==> src/rtl/traffic_request_sequencer.sv <==
// traffic_request_sequencer
// Upstream command source for the intersection controller. It synchronizes and
// debounces the pedestrian, emergency and caution inputs, arbitrates between
// them, and drives the controller's ld/data/en command interface.
//
// Ports
//   clk_i          single clock, rising edge
//   rst_ni         asynchronous active-low reset
//   auto_en_i      normal cycling permitted (sampled only in IDLE)
//   ped_ns_btn_i   async pedestrian button, north-south crossing
//   ped_ew_btn_i   async pedestrian button, east-west crossing
//   emerg_req_i    async level, emergency preemption
//   caution_req_i  async level, all-yellow caution mode
//   ld_o           load strobe to the controller
//   data_o[3:0]    state code, valid whenever ld_o=1, held otherwise
//   en_o           run enable to the controller, never high with ld_o
//   busy_o         FSM is not in IDLE
//   ped_ns_ack_o   one-cycle pulse when a north-south request is served
//   ped_ew_ack_o   one-cycle pulse when an east-west request is served
//
// State    | meaning
// IDLE     | en follows auto_en, waiting for a request to select
// LOAD     | ld strobe with the latched request code
// APPLY    | en pulse so the controller acts on the loaded code
// HOLD     | ld held with the latched code until the exit condition
// RESUME   | ld strobe with the green code to resume normal cycling
module traffic_request_sequencer #(
    parameter int unsigned DEB_CYCLES = 16,
    parameter int unsigned PED_CYCLES = 1000,
    parameter int unsigned EMERG_MIN  = 500
) (
    input  logic       clk_i,
    input  logic       rst_ni,
    input  logic       auto_en_i,
    input  logic       ped_ns_btn_i,
    input  logic       ped_ew_btn_i,
    input  logic       emerg_req_i,
    input  logic       caution_req_i,
    output logic       ld_o,
    output logic [3:0] data_o,
    output logic       en_o,
    output logic       busy_o,
    output logic       ped_ns_ack_o,
    output logic       ped_ew_ack_o
);

    localparam logic [3:0]  CODE_ALL_RED    = 4'b0110;
    localparam logic [3:0]  CODE_ALL_YELLOW = 4'b1000;
    localparam logic [3:0]  CODE_NS_GREEN   = 4'b0000;
    localparam logic [3:0]  CODE_EW_GREEN   = 4'b0010;
    localparam logic [15:0] DEB_LAST   = 16'(DEB_CYCLES - 1);
    localparam logic [15:0] PED_LAST   = 16'(PED_CYCLES - 1);
    localparam logic [15:0] EMERG_LAST = 16'(EMERG_MIN - 1);

    // Input lanes: 0 ped_ns, 1 ped_ew, 2 emerg, 3 caution
    localparam int L_NS = 0, L_EW = 1, L_EMERG = 2, L_CAUT = 3;

    typedef enum logic [2:0] {S_IDLE, S_LOAD, S_APPLY, S_HOLD, S_RESUME} state_t;
    typedef enum logic [1:0] {RQ_EMERG, RQ_CAUTION, RQ_PED_NS, RQ_PED_EW} req_t;

    logic [3:0]       raw;
    logic [3:0]       sync1_q, sync2_q;
    logic [3:0]       deb_q, deb_d, deb_prev_q;
    logic [3:0][15:0] deb_cnt_q, deb_cnt_d;
    logic [1:0]       pend_q, pend_d, pend_clr, ped_rise;

    state_t      state_q, state_d;
    req_t        req_q, req_d;
    logic [3:0]  code_q, code_d;
    logic [15:0] hold_cnt_q, hold_cnt_d;
    logic        ld_q, ld_d, en_q, en_d, busy_q, busy_d;
    logic [3:0]  data_q, data_d;
    logic        ns_ack_q, ns_ack_d, ew_ack_q, ew_ack_d;

    assign raw = {caution_req_i, emerg_req_i, ped_ew_btn_i, ped_ns_btn_i};

    // Debounce: count disagreeing cycles, flip once DEB_CYCLES in a row are seen
    always_comb begin
        deb_d     = deb_q;
        deb_cnt_d = '0;
        for (int i = 0; i < 4; i++) begin
            if (sync2_q[i] != deb_q[i]) begin
                if (deb_cnt_q[i] == DEB_LAST) deb_d[i] = sync2_q[i];
                else                          deb_cnt_d[i] = deb_cnt_q[i] + 16'd1;
            end
        end
    end

    // Only a fresh press marks a request; holding or re-pressing while pending is absorbed
    assign ped_rise = deb_q[1:0] & ~deb_prev_q[1:0];
    assign pend_d   = (pend_q & ~pend_clr) | ped_rise;

    always_comb begin
        state_d    = state_q;
        req_d      = req_q;
        code_d     = code_q;
        hold_cnt_d = hold_cnt_q;
        pend_clr   = '0;
        unique case (state_q)
            S_IDLE: begin
                if (auto_en_i) begin
                    if (deb_q[L_EMERG]) begin
                        req_d = RQ_EMERG;   code_d = CODE_ALL_RED;    state_d = S_LOAD;
                    end else if (deb_q[L_CAUT]) begin
                        req_d = RQ_CAUTION; code_d = CODE_ALL_YELLOW; state_d = S_LOAD;
                    end else if (pend_q[L_NS]) begin
                        req_d = RQ_PED_NS;  code_d = CODE_ALL_RED;    state_d = S_LOAD;
                    end else if (pend_q[L_EW]) begin
                        req_d = RQ_PED_EW;  code_d = CODE_ALL_RED;    state_d = S_LOAD;
                    end
                end
            end
            S_LOAD:  state_d = S_APPLY;
            S_APPLY: begin
                state_d    = S_HOLD;
                hold_cnt_d = '0;
            end
            S_HOLD: begin
                if (hold_cnt_q != 16'hFFFF) hold_cnt_d = hold_cnt_q + 16'd1;
                // Emergency restarts the sequence; a preempted pedestrian stays pending
                if (req_q != RQ_EMERG && deb_q[L_EMERG]) begin
                    req_d   = RQ_EMERG;
                    code_d  = CODE_ALL_RED;
                    state_d = S_LOAD;
                end else begin
                    unique case (req_q)
                        RQ_PED_NS, RQ_PED_EW:
                            if (hold_cnt_q == PED_LAST) state_d = S_RESUME;
                        RQ_EMERG:
                            if (!deb_q[L_EMERG] && hold_cnt_q >= EMERG_LAST) state_d = S_RESUME;
                        RQ_CAUTION:
                            if (!deb_q[L_CAUT]) state_d = S_RESUME;
                        default: state_d = S_RESUME;
                    endcase
                    if (state_d == S_RESUME) begin
                        pend_clr[L_NS] = (req_q == RQ_PED_NS);
                        pend_clr[L_EW] = (req_q == RQ_PED_EW);
                    end
                end
            end
            S_RESUME: state_d = S_IDLE;
            default:  state_d = S_IDLE;
        endcase
    end

    // Outputs are registered and decoded from the state being entered
    always_comb begin
        ld_d     = (state_d == S_LOAD) || (state_d == S_HOLD) || (state_d == S_RESUME);
        en_d     = (state_d == S_APPLY) || ((state_d == S_IDLE) && auto_en_i);
        busy_d   = (state_d != S_IDLE);
        ns_ack_d = (state_d == S_RESUME) && (req_q == RQ_PED_NS);
        ew_ack_d = (state_d == S_RESUME) && (req_q == RQ_PED_EW);
        data_d   = data_q;
        if (state_d == S_LOAD || state_d == S_HOLD) data_d = code_d;
        else if (state_d == S_RESUME)
            data_d = (req_q == RQ_PED_NS) ? CODE_EW_GREEN : CODE_NS_GREEN;
    end

    always_ff @(posedge clk_i or negedge rst_ni) begin
        if (!rst_ni) begin
            sync1_q    <= '0;
            sync2_q    <= '0;
            deb_q      <= '0;
            deb_prev_q <= '0;
            deb_cnt_q  <= '0;
            pend_q     <= '0;
            state_q    <= S_IDLE;
            req_q      <= RQ_EMERG;
            code_q     <= CODE_ALL_RED;
            hold_cnt_q <= '0;
            ld_q       <= 1'b0;
            en_q       <= 1'b0;
            busy_q     <= 1'b0;
            data_q     <= CODE_ALL_RED;
            ns_ack_q   <= 1'b0;
            ew_ack_q   <= 1'b0;
        end else begin
            sync1_q    <= raw;
            sync2_q    <= sync1_q;
            deb_q      <= deb_d;
            deb_prev_q <= deb_q;
            deb_cnt_q  <= deb_cnt_d;
            pend_q     <= pend_d;
            state_q    <= state_d;
            req_q      <= req_d;
            code_q     <= code_d;
            hold_cnt_q <= hold_cnt_d;
            ld_q       <= ld_d;
            en_q       <= en_d;
            busy_q     <= busy_d;
            data_q     <= data_d;
            ns_ack_q   <= ns_ack_d;
            ew_ack_q   <= ew_ack_d;
        end
    end

    assign ld_o         = ld_q;
    assign en_o         = en_q;
    assign busy_o       = busy_q;
    assign data_o       = data_q;
    assign ped_ns_ack_o = ns_ack_q;
    assign ped_ew_ack_o = ew_ack_q;

endmodule

==> config.mk <==
export PLATFORM = sky130hd
export DESIGN_NAME = traffic_request_sequencer
export DESIGN_NICKNAME = d
export VERILOG_FILES = /design/src/rtl/traffic_request_sequencer.sv
export SDC_FILE = /design/constraint.sdc
export NUM_CORES = 1
export LEC_CHECK = 0
export CAP_MARGIN = 5
export CORE_UTILIZATION = 41
export DETAILED_ROUTE_END_ITERATION = 10
export GPL_ROUTABILITY_DRIVEN = 0
export PLACE_DENSITY = 0.61
export REMOVE_ABC_BUFFERS = 1
export SYNTH_ARGS = -nofsm -noshare
export SYNTH_HDL_FRONTEND = slang
export SYNTH_SLANG_ARGS = --single-unit
export TNS_END_PERCENT = 100
==> constraint.sdc <==
create_clock -name clk_i -period 3.7 [get_ports clk_i]
set_clock_uncertainty 0.2 [all_clocks]
set_input_delay 0.555 -clock clk_i [delete_from_list [all_inputs] [get_ports clk_i]]
set_output_delay 0.555 -clock clk_i [all_outputs]
set_load 0.05 [all_outputs]
* After elaboration in Yosys (flattened, before gate mapping)
Cells that the tools add are included.
** Word-level totals
- Bits in registers :: 114
- Input port bits :: 7
- Output and inout bits :: 9
- Word-level logic and storage cells :: 125
** Operators by class
- Add/subtract/negate cells :: 5
- Order comparisons :: 1
- Eq/ne operators :: 25
- Muxes and demuxes :: 43
- Bitwise logic cells :: 5
- Reduce and logical (&&, ||, !) cells :: 24
** Operator list (number)
- $mux W16 :: 9
- $add A16 B1 Y16 const B :: 5
- $eq A16 B4 Y1 const B :: 4
- $mux W3 :: 11
- $mux W4 :: 8
- $pmux W16 S2 :: 1
- $mux W2 :: 10
- $eq A16 B10 Y1 const B :: 1
- $ge A16 B9 Y1 const B :: 1
- $ne A16 B16 Y1 const B :: 1
- $eq A3 B2 Y1 const B :: 4
- $pmux W3 S4 :: 1
- $reduce_and A2 Y1 :: 5
- $pmux W3 S3 :: 1
- $pmux W4 S2 :: 1
- $reduce_bool A2 Y1 :: 4
- $eq A3 B1 Y1 const B :: 2
- $eq A3 B3 Y1 const B :: 2
- $logic_not A3 Y1 :: 2
- $ne A2 B2 Y1 const B :: 3
- $logic_and A1 B1 Y1 :: 5
- $ne A5 B5 Y1 const B :: 1
- $and A2 B2 Y2 :: 2
- $eq A2 B2 Y1 const B :: 2
- 11 further kinds :: 17

* Logic depth before layout (Yosys ltp)
- Word-level depth :: 13
- Depth in mapped cells :: 8
- Gate-level depth less buffers :: 7

* Worst setup path before layout
Ideal clock, no wire load.
- Path kind :: reg2reg
- Start :: reg hold_cnt_q[0]
- End :: reg hold_cnt_q[4]
- Arrival time :: 1.882 ns
- Data required time :: 3.379 ns
- Slack :: 1.497 ns
- Stages on the path, launching flop included :: 9
- Cell sequence :: dfrtp_1 > ha_1 > nand4_1 > or3_1 > clkbuf_1 > o2111ai_1 > or3_1 > nand2_1 > a22o_1
** On the way
- Longest elaborated chain between the ends :: 3
- Elaborated cells on any way between the ends :: 6
- Classes of those cells :: 1 x add/sub; 2 x eq/ne; 2 x mux; 1 x reduce/logical
** Ends and longest elaborated chain
- start: declaration :: line 70 : logic [15:0] hold_cnt_q, hold_cnt_d;
- start signal: assignment :: line 187 : hold_cnt_q <= hold_cnt_d;
- $add A16 B1 Y16 or $ne A16 B16 Y1 (tied branches) :: line 119 : if (hold_cnt_q != 16'hFFFF) hold_cnt_d = hold_cnt_q + 16'd1;
- $mux W16 or $ne A2 B2 Y1 (tied branches)
- $pmux W16 S2 or $reduce_and A2 Y1 (tied branches)
Parallel ways exist; a longest one is shown, timed or not. The select of a mux whose other input is x is not followed.
A chain may end at the register's enable or synchronous reset.

* Worst setup path in the final report
- Start :: reg data_q[2], in the netlist data_o[2]
- End :: out data_o[2]
** RTL lines
- start: declaration :: line 72 : logic [3:0] data_q, data_d;
- start signal: assignment :: line 191 : data_q <= data_d;
- end: declaration :: line 40 : output logic [3:0] data_o,
No word-level cell between the ends.

==> qor.csv <==
stage;metric;value;unit
outcome;status;complete, no violations;
timing;finalSetupTns;0;ns
timing;final_max_slew_viol_count;0;
final_layout;final_util;50.70;%
power_and_ir_drop;leakage;2.755;nW
final_layout;nets;546;
global_route;grt_pass1_vias;3624;
flow_run;drv_cap;0;
worst_setup_path;critPathLaunchType;flip-flop;
timing;worstMarginPinSlew;0.6364;ns
detailed_routing;wl_per_cell;13.51;um
synthesis;ys_warn_count;0;
clock_network;cts-htree-levels;4;
worst_setup_path;cp_top_family;buffers and inverters;
placement;port_buffers;15;
synthesis;yosysUniqueCellTypes;46;
clock_network;cts_resized;0;
synthesis;synth_top_cell_area_share;52.80;%
clock_network;cts_buffer_depth;2;
final_layout;diodes;0;
worst_setup_path;crit_buf_inv;1;
clock_network;cts_tree;yes;
global_route;grt_max_degree;65;
detailed_routing;wirelength;9663;um
die;core_area;12210;um^2
synthesis;syn_area;5214;um^2
detailed_routing;vias;3710;
detailed_routing;dr.pass1.iters;5;
detailed_routing;detail-route-antenna-nets;0;
timing;fin_crit;2.527;ns
clock_network;hold_buffers;1;
die;initial_core_util;42.69;%
clock_network;cts_setup_buffers;0;
synthesis;yosys_register_bits;114;
synthesis;synth_cells;511;
detailed_routing;drt-vias-per-instance;5.189;
worst_setup_path;worstPathRequired;2.94;ns
worst_setup_path;slowest_delay;0.82;ns
worst_setup_path;cp_cell_sequence;clkdlybuf4s50_1;
worst_setup_path;critPathKind;reg -> out;
power_and_ir_drop;irDropWorstVdd;344.1;uV
timing;finalSetupViolCount;0;
detailed_routing;drc;0;
timing;rsz0062_at_grt;false;
clock_network;clk_latency;0.41;ns
clock_network;cts-root-buf;clkbuf_16;
worst_hold_path;hp-class;reg -> reg;
worst_setup_path;slowest_stage;clkdlybuf4s50_1;
timing;period_share;68.29;%
placement;dp_hpwl;6423;um
synthesis;yosys_most_used_dff;dfrtp_1;
synthesis;synth_edf_count;0;
detailed_routing;dr.first_iter.drc_count;164;
synthesis;yosysSeqAreaShare;54.81;%
timing;hold_viol_final;0;
synthesis;yosysTopAreaCell;dfrtp_1;
worst_setup_path;path_max_fanout;2;
final_layout;nFillCells;1114;
global_route;grt_pass1_wl;16880;um
clock_network;clkTransAtPathRegs;0.05;ns
die;rows;40;
worst_setup_path;cp.arrival;1.77;ns
die;io-pin-count;16;
global_route;antenna_found_initial;0;
final_layout;syn2layout_area_growth;18.74;%
clock_network;numCtsBuffers;17;
synthesis;synth.top_cells.by_area;dfrtp_1 53%, xor2_1 7.2%, nor2_1 6.2%, xnor2_1 3.4%, nand2_1 2.9%;
synthesis;syn_avg_cell_area;10.20;um^2
clock_network;cts.sinks;114;
global_route;track_usage;16.74;%
final_layout;drive_above_1_share;9.506;%
global_route;grt_overflow;0;
die;die_area;13170;um^2
die;fp.dieW;114.8;um
timing;max_freq;0.3958;GHz
worst_setup_path;crit_path_end_kind;output pin;
synthesis;async_flop_share;100.0;%
power_and_ir_drop;powerDensity;554.5;nW/um^2
timing;max_slew_margin;57.58;%
die;die_h;114.8;um
[flip-flops by register name, indices dropped and copies added (netlist names)]
signal / flops
deb_cnt_q: 64
req_q: 2
busy_o: 1
ld_o: 1
sync2_q: 4
state_q: 3
code_q: 4
ped_ns_ack_o: 1
en_o: 1
data_o: 4
sync1_q: 4
hold_cnt_q: 16
deb_prev_q: 2
pend_q: 2
ped_ew_ack_o: 1
deb_q: 4
[synth_stat cells, drive strengths merged (4+ instances only)]
library cell and n:
dfstp 4, a22o 4, nand4 16, clkbuf 11, ha 5, mux2 7, o31ai 7, xor2 43
nor2 87, nand3 29, nor3 5, dfrtp 110, a31oi 4, inv 13, and3 22, nor4 17
a21oi 14, xnor2 20, or3 9, nand2 40, o21ai 16
[where the power goes]
group	internal [W]	total, W	switching [W]	leakage, nW
clock	0.00120	0.00174	0.000548	0.317
sequential	0.00131	0.00139	0.0000838	1.50
combinational	0.000122	0.000298	0.000176	0.937
total	0.00263	0.00343	0.000808	2.75
[final cells by class]
type                            count  area [um^2]  share of cell area (%)
Clock buffer                       23        488.0                   7.882
Clock inverter                      9        152.6                   2.466
Inverter                           13        48.80                  0.7882
Multi-Input combinational cell    371         2256                   36.44
Sequential cell                   114         2858                   46.16
Tap cell                          168        210.2                   3.395
Timing Repair Buffer               17        177.7                   2.870
[cells by family (layout without fill, tap and decap cells)]
group | Yosys count | after routing | synth area share [%]
AND/OR/NAND/NOR | 242 | 242 | 23.11
flip-flops | 114 | 114 | 54.81
XOR/XNOR | 63 | 63 | 10.58
AO/OA/AOI/OAI | 53 | 53 | 6.671
buffers and inverters | 26 | 62 | 1.920
multiplexers | 8 | 8 | 1.704
adder cells (fa/ha/maj) | 5 | 5 | 1.200
[path summary, 6_finish.rpt]
check                              start  slack [ns]       endpoint  cells after the start
setup / recovery               data_o[2]        1.17      data_o[2]                      1
hold / removal                sync1_q[1]        0.15     sync2_q[1]                      0
setup reg to reg           hold_cnt_q[0]        1.20      data_o[3]                      6
hold reg to reg               sync1_q[1]        0.15     sync2_q[1]                      0
max in group asynchronous         rst_ni        2.04  deb_cnt_q[50]                      3
min in group asynchronous         rst_ni        0.51  hold_cnt_q[5]                      2
[through the flow]
step	worst slack (ns)	std cells	cell area, um^2	hold slack (ns)	total power, W
floorplan	1.496	498	5162	0.05941	0.001605
global placement	1.154	682	5540	0.1341	0.001702
detailed placement	1.118	682	5540	0.1347	0.001710
CTS	1.148	715	6191	0.1475	0.003472
global route	1.018	715	6191	0.1532	0.003581
finish	1.173	715	6191	0.1460	0.003433
[placed cells by master (no fill, tap or decap), types with 2 or more instances in the layout]
cell type / count
nor3_1: 5
o21ai_1: 4
dfstp_2: 4
o31ai_1: 6
a21oi_1: 13
or3_1: 8
nand2_1: 40
clkinv_2: 3
a31oi_1: 4
clkbuf_1: 2
o22ai_1: 3
xor2_1: 43
inv_1: 13
nand3_1: 29
nor2_1: 86
nand2b_1: 2
clkbuf_16: 17
and2_0: 2
bufinv_16: 4
nor3b_1: 2
clkbuf_8: 4
and3_1: 22
ha_1: 5
xnor2_1: 20
clkdlybuf4s50_1: 14
nand4_1: 16
mux2_2: 7
o21ai_0: 12
and4_1: 3
dfrtp_1: 110
clkinv_4: 2
a22o_1: 4
nor4_1: 16
or2_2: 2
[layer usage]
layer	up-vias	global-route usage (%)	part of all wire, %
met1	1826	21.95	49
met4	0	8.571	1.8
li1	1815	-	-
met2	57	25.01	45
met3	12	5.324	4.0
met5	-	0	0
Power figures use the tool's default switching activity.
